## config.mk

```make
export PLATFORM = sky130hd
export DESIGN_NAME = mw_stage
export DESIGN_NICKNAME = d
export VERILOG_FILES = /design/src/rtl/mw_pkg.sv /design/src/rtl/mw_slot.sv /design/src/rtl/mw_stage.sv
export SDC_FILE = /design/constraint.sdc
export NUM_CORES = 1
export LEC_CHECK = 0
export ABC_CLOCK_PERIOD_IN_PS = 4650
export CORE_ASPECT_RATIO = 1.4
export CORE_MARGIN = 2
export CORE_UTILIZATION = 45
export CTS_CLUSTER_DIAMETER = 100
export DETAILED_ROUTE_END_ITERATION = 7
export PLACE_DENSITY_LB_ADDON = 0.2
export SLEW_MARGIN = 10
export SYNTH_ARGS = -nofsm -noshare
export SYNTH_HDL_FRONTEND = slang
export SYNTH_HIERARCHICAL = 1
export SYNTH_SLANG_ARGS = --single-unit
```

## constraint.sdc

```tcl
create_clock -name clk -period 4.65 [get_ports clk]
set_input_delay 0.93 -clock clk [delete_from_list [all_inputs] [get_ports clk]]
set_output_delay 0.93 -clock clk [all_outputs]
set_load 0.1 [all_outputs]
```

## src/rtl/mw_pkg.sv

```systemverilog
`default_nettype none
// +----------------------------------------------------------------------+
// | mw_pkg : shared types and defaults for the memory-writeback stage    |
// | Rev 1.0                                                              |
// +----------------------------------------------------------------------+
package mw_pkg;

   localparam int c_n_default = 32;
   localparam int c_m_default = 4;

   // Bit 1 = main slot valid, bit 0 = skid slot valid.
   typedef enum logic [1:0] {
      MW_EMPTY = 2'b00,
      MW_ONE   = 2'b10,
      MW_FULL  = 2'b11
   } mw_state_e;

endpackage : mw_pkg
`default_nettype wire

```

## src/rtl/mw_slot.sv

```systemverilog
`default_nettype none
// +----------------------------------------------------------------------+
// | mw_slot : one enable-loaded storage slot of the writeback stage      |
// | Rev 1.0                                                              |
// +----------------------------------------------------------------------+
module mw_slot
   import mw_pkg::*;
#(
   parameter int N = c_n_default,
   parameter int M = c_m_default
) (
   input  logic         clk,
   input  logic         rst,
   input  logic         load,
   input  logic         pcload_d,
   input  logic         regw_d,
   input  logic         regmem_d,
   input  logic [M-1:0] regscr_d,
   input  logic [N-1:0] aluRslt_d,
   input  logic [N-1:0] readdata_d,
   output logic         pcload_q,
   output logic         regw_q,
   output logic         regmem_q,
   output logic [M-1:0] regscr_q,
   output logic [N-1:0] aluRslt_q,
   output logic [N-1:0] readdata_q
);

   logic         r_pcload;
   logic         r_regw;
   logic         r_regmem;
   logic [M-1:0] r_regscr;
   logic [N-1:0] r_alurslt;
   logic [N-1:0] r_readdata;

   // Fields only change when loaded, so idle cycles cause no toggling.
   always_ff @(posedge clk or negedge rst) begin
      if (!rst) begin
         r_pcload   <= 1'b0;
         r_regw     <= 1'b0;
         r_regmem   <= 1'b0;
         r_regscr   <= '0;
         r_alurslt  <= '0;
         r_readdata <= '0;
      end else if (load) begin
         r_pcload   <= pcload_d;
         r_regw     <= regw_d;
         r_regmem   <= regmem_d;
         r_regscr   <= regscr_d;
         r_alurslt  <= aluRslt_d;
         r_readdata <= readdata_d;
      end
   end

   assign pcload_q   = r_pcload;
   assign regw_q     = r_regw;
   assign regmem_q   = r_regmem;
   assign regscr_q   = r_regscr;
   assign aluRslt_q  = r_alurslt;
   assign readdata_q = r_readdata;

endmodule : mw_slot
`default_nettype wire

```

## src/rtl/mw_stage.sv

```systemverilog
`default_nettype none
// +----------------------------------------------------------------------+
// | mw_stage : elastic MEM/WB stage with two-entry skid buffer, flush,   |
// |            gated control outputs and writeback-data select           |
// | Rev 1.0                                                              |
// +----------------------------------------------------------------------+
module mw_stage
   import mw_pkg::*;
#(
   parameter int N = c_n_default,
   parameter int M = c_m_default
) (
   input  logic         clk,
   input  logic         rst,
   input  logic         flush,
   input  logic         in_valid,
   output logic         in_ready,
   input  logic         pcload_M,
   input  logic         regw_M,
   input  logic         regmem_M,
   input  logic [M-1:0] regScr_M,
   input  logic [N-1:0] ALUrslt_M,
   input  logic [N-1:0] readdata_M,
   output logic         out_valid,
   input  logic         out_ready,
   output logic         pcload_W,
   output logic         regw_W,
   output logic         regmem_W,
   output logic [M-1:0] regScr_W,
   output logic [N-1:0] ALUrslt_W,
   output logic [N-1:0] readdata_W,
   output logic [N-1:0] wbdata_W
);

   mw_state_e r_state;
   logic      r_out_valid;
   logic      r_in_ready;

   logic      w_accept;
   logic      w_pop;
   logic      w_main_load;
   logic      w_skid_load;
   logic      w_main_from_skid;

   logic         w_skid_pcload;
   logic         w_skid_regw;
   logic         w_skid_regmem;
   logic [M-1:0] w_skid_regscr;
   logic [N-1:0] w_skid_alurslt;
   logic [N-1:0] w_skid_readdata;

   logic         w_main_pcload_d;
   logic         w_main_regw_d;
   logic         w_main_regmem_d;
   logic [M-1:0] w_main_regscr_d;
   logic [N-1:0] w_main_alurslt_d;
   logic [N-1:0] w_main_readdata_d;

   logic         w_main_pcload;
   logic         w_main_regw;
   logic         w_main_regmem;

   assign w_accept = in_valid & r_in_ready;
   assign w_pop    = r_out_valid & out_ready;

   // A FULL pop refills the head from skid; every other head load takes the input.
   assign w_main_from_skid = (r_state == MW_FULL);
   assign w_main_load = !flush &&
                        (((r_state == MW_EMPTY) && w_accept) ||
                         ((r_state == MW_ONE)   && w_accept && w_pop) ||
                         ((r_state == MW_FULL)  && w_pop));
   assign w_skid_load = !flush && (r_state == MW_ONE) && w_accept && !w_pop;

   always_ff @(posedge clk or negedge rst) begin
      if (!rst) begin
         r_state     <= MW_EMPTY;
         r_out_valid <= 1'b0;
         r_in_ready  <= 1'b1;
      end else if (flush) begin
         r_state     <= MW_EMPTY;
         r_out_valid <= 1'b0;
         r_in_ready  <= 1'b1;
      end else begin
         case (r_state)
            MW_EMPTY: begin
               if (w_accept) begin
                  r_state     <= MW_ONE;
                  r_out_valid <= 1'b1;
                  r_in_ready  <= 1'b1;
               end
            end
            MW_ONE: begin
               if (w_accept && !w_pop) begin
                  r_state     <= MW_FULL;
                  r_out_valid <= 1'b1;
                  r_in_ready  <= 1'b0;
               end else if (!w_accept && w_pop) begin
                  r_state     <= MW_EMPTY;
                  r_out_valid <= 1'b0;
                  r_in_ready  <= 1'b1;
               end
            end
            MW_FULL: begin
               if (w_pop) begin
                  r_state     <= MW_ONE;
                  r_out_valid <= 1'b1;
                  r_in_ready  <= 1'b1;
               end
            end
            default: begin
               r_state     <= MW_EMPTY;
               r_out_valid <= 1'b0;
               r_in_ready  <= 1'b1;
            end
         endcase
      end
   end

   always_comb begin
      w_main_pcload_d   = pcload_M;
      w_main_regw_d     = regw_M;
      w_main_regmem_d   = regmem_M;
      w_main_regscr_d   = regScr_M;
      w_main_alurslt_d  = ALUrslt_M;
      w_main_readdata_d = readdata_M;
      if (w_main_from_skid) begin
         w_main_pcload_d   = w_skid_pcload;
         w_main_regw_d     = w_skid_regw;
         w_main_regmem_d   = w_skid_regmem;
         w_main_regscr_d   = w_skid_regscr;
         w_main_alurslt_d  = w_skid_alurslt;
         w_main_readdata_d = w_skid_readdata;
      end
   end

   mw_slot #(.N(N), .M(M)) u_skid (
      .clk        (clk),
      .rst        (rst),
      .load       (w_skid_load),
      .pcload_d   (pcload_M),
      .regw_d     (regw_M),
      .regmem_d   (regmem_M),
      .regscr_d   (regScr_M),
      .aluRslt_d  (ALUrslt_M),
      .readdata_d (readdata_M),
      .pcload_q   (w_skid_pcload),
      .regw_q     (w_skid_regw),
      .regmem_q   (w_skid_regmem),
      .regscr_q   (w_skid_regscr),
      .aluRslt_q  (w_skid_alurslt),
      .readdata_q (w_skid_readdata)
   );

   mw_slot #(.N(N), .M(M)) u_main (
      .clk        (clk),
      .rst        (rst),
      .load       (w_main_load),
      .pcload_d   (w_main_pcload_d),
      .regw_d     (w_main_regw_d),
      .regmem_d   (w_main_regmem_d),
      .regscr_d   (w_main_regscr_d),
      .aluRslt_d  (w_main_alurslt_d),
      .readdata_d (w_main_readdata_d),
      .pcload_q   (w_main_pcload),
      .regw_q     (w_main_regw),
      .regmem_q   (w_main_regmem),
      .regscr_q   (regScr_W),
      .aluRslt_q  (ALUrslt_W),
      .readdata_q (readdata_W)
   );

   assign in_ready  = r_in_ready;
   assign out_valid = r_out_valid;

   // Side-effecting controls are masked so an empty head can never write back.
   assign pcload_W = w_main_pcload & r_out_valid;
   assign regw_W   = w_main_regw   & r_out_valid;
   assign regmem_W = w_main_regmem & r_out_valid;

   assign wbdata_W = w_main_regmem ? readdata_W : ALUrslt_W;

endmodule : mw_stage
`default_nettype wire
```

==> metrics.md <==
| Metric | Value |
|---|---|
| Die Wd | `113 um` |
| Total GRT Usage | `0.193` |
| Fillers | `1,267` |
| H-tree lvl count | `4` |
| TritonCTS buffer count | `17` |
| Most used DFF post-synth | `dfrtp_1` |
| Setup TNS | `0 ns` |
| Setup Skew | `0.0132 ns` |
| Cell area after layout | `0.00991 sq mm` |
| Post-Syn Instances | `450` |
| Largest net degree at the start of global routing | `74` |
| Minimum clock period | `3.75 ns` |
| Synth area leader | `dfrtp_1` |
| Row count | `55` |
| Seq cells post-synth | `145` |
| Global route overflow | `0` |
| Placer Congestion | `0.734` |
| Violated checks | `design-rule violations` |
| Layout cell share with drive strength beyond 1 | `0.458` |
| Worst setup SP type | `flop` |
| Die extent in y | `157 um` |
| CP Class | `flop to output pin` |
| Hpwl dp | `10,600 um` |
| Area share of the largest cell type after synthesis | `0.480` |
| Synth Warn # | `6` |
| Final setup fails | `0` |
| Cts hold-fix bufs | `0` |
| Max cap viols | `0` |
| Sink Count | `145` |
| ANT nets after route | `0` |
| Global-route wire length before repair | `26,600 um` |
| Count of input and output buffers | `180` |
| Synth area leaders | `dfrtp_1 48%, mux2_4 28%, mux2_2 16%, buf_12 3.7%, buf_2 0.73%` |
| Nets | `707` |
| Worst-path clk slew | `0.06 ns` |
| Vias in the first global route | `4,817` |
| CP Data Required Time | `3.72 ns` |
| CP peak stage delay | `1.14 ns` |
| P&R area growth vs syn | `32.1%` |
| Synth Area per Inst | `16.7 sq um` |
| Setup ws final | `0.896 ns` |
| Dpl cell area | `0.00930 sq mm` |
| Endpoints failing hold | `0` |
| Cell family with most CP delay | `buffers and inverters` |
| Routed WL | `16,500 um` |
| DRT iter0 DRCs | `193` |
| Post-CTS Setup Repair Bufs | `0` |
| Crit-path cells | `mux2_2 -> clkdlybuf4s50_1` |
| Status | `finished, violations left` |
| Via count | `4,339` |
| CTS Root Cell | `clkbuf_16` |
| Slew @ Worst Pin | `1.04 ns` |
| Crit-path max FO | `34` |
| Post-Syn Nets | `530` |
| Clock buffer depth | `2` |
| Diodes inserted | `0` |
| Sequential element share of the synthesized area | `0.484` |
| CP Capture Type | `output pin` |
| Fin crit share | `0.807` |
| Total Die Area | `0.0177 sq mm` |
| Most common cell after layout, fill and taps aside | `clkdlybuf4s50_1` |
| Initial antenna violation count | `0` |
| Max-slew violation count | `0` |
| Drt pass-1 iters | `8` |
| Unrepaired setup endpoints after global routing | `false` |
| Place WS | `1.30 ns` |
| Post-synth EDFFs | `0` |
| Crit path DAT | `2.82 ns` |
| WL/cell | `19.7 um` |
| CTS tree | `yes` |
| Asr flop ratio synth | `1.00` |
| Fmax | `266 MHz` |
| CP max stage cell | `clkdlybuf4s50_1` |
| Core Region | `0.0162 sq mm` |
| Drc violations | `16` |
| Vias per Instance | `5.17` |
| Resize count post-CTS | `0` |
| Unique masters post-synth | `23` |
| Clk Latency, worst-skew pair | `0.42 ns` |
| Initial Util | `0.462` |
| Worst hold path type | `primary input to async pin` |
| Most frequent cells in the layout | `179 x clkdlybuf4s50_1, 143 x dfrtp_1, 140 x mux2_4` |
| CP bufs+invs | `1` |
| Synth Cell Area | `0.00750 sq mm` |
| Slew HR | `0.303` |
| I/O Pins | `181` |
==> cell type report <==
type                    count  area [sq um]  share of cell area
clock buffers              20           457              0.0461
clock inverters            12           154              0.0155
inverters                   3          11.3             0.00114
multi-input cells         273          3510               0.355
flip-flops and latches    145          3630               0.366
well taps                 199           249              0.0251
repair buffers            187          1890               0.191
==> cells by family (layout without fill, tap and decap cells) <==
logic type      after synthesis  count (layout)  synth area share
buf+inv                      32             222            0.0512
simple gates                 14              14           0.00951
flops                       145             145             0.484
compound gates                9               9           0.00934
fa+ha+maj                     4               4           0.00667
mux                         246             246             0.439
==> flip-flops by register name, summed over array words and instances (netlist names) <==
register,cells
u_skid/regscr_q,4
u_main/pcload_q,1
u_skid/regmem_q,1
u_main/regscr_q,4
r_state,2
u_main/regw_q,1
in_ready,1
u_skid/regw_q,1
u_skid/pcload_q,1
u_main/aluRslt_q,32
u_skid/aluRslt_q,32
u_main/regmem_q,1
u_main/readdata_q,32
u_skid/readdata_q,32
==> path summary, 6_finish.rpt <==
| check | startpoint | to | slack (ns) | cells past startpoint |
|---|---|---|---|---|
| max in group asynchronous | rst | u_skid/aluRslt_q[12]$_DFFE_PN0P_ | 3.11 | 2 |
| worst max-delay path | u_main/regmem_q$_DFFE_PN0P_ | wbdata_W[25] | 0.90 | 2 |
| min in group clk | u_skid/aluRslt_q[12]$_DFFE_PN0P_ | u_skid/aluRslt_q[12]$_DFFE_PN0P_ | 0.51 | 1 |
| worst min register to register | u_skid/aluRslt_q[12]$_DFFE_PN0P_ | u_skid/aluRslt_q[12]$_DFFE_PN0P_ | 0.51 | 1 |
| worst min-delay path | rst | u_skid/readdata_q[4]$_DFFE_PN0P_ | 0.51 | 1 |
| worst max register to register | r_state[1]$_DFFE_PN0P_ | u_main/aluRslt_q[15]$_DFFE_PN0P_ | 2.08 | 4 |
==> metal layers <==
metal,GRT usage,up-vias,wire length (um)
li1,-,1976,-
met1,0.234,2248,6790
met2,0.334,106,8800
met3,0.0503,9,768
met4,0.0639,0,166
met5,0,-,0
==> cells in the mapped netlist, types with 2 or more instances <==
cell	number
dfrtp_1	144
mux2_4	140
mux2_2	105
buf_12	14
buf_2	11
nor2_1	7
ha_1	4
and2_2	3
buf_6	3
inv_1	3
a22o_1	2
a31oi_1	2
nand4_1	2
==> per-stage QoR <==
stage          cells  utilization  hold slack, ns
3_3_place_gp     807        0.572           0.484
6_report         839        0.610           0.505
3_5_place_dp     807        0.572           0.489
5_1_grt          839        0.610           0.517
2_1_floorplan    450            -           0.474
4_1_cts          839        0.610           0.506
Power is left out: the tool's default activity adds up to more than one toggle a clock period on the data nets, which glitch-free logic cannot reach.
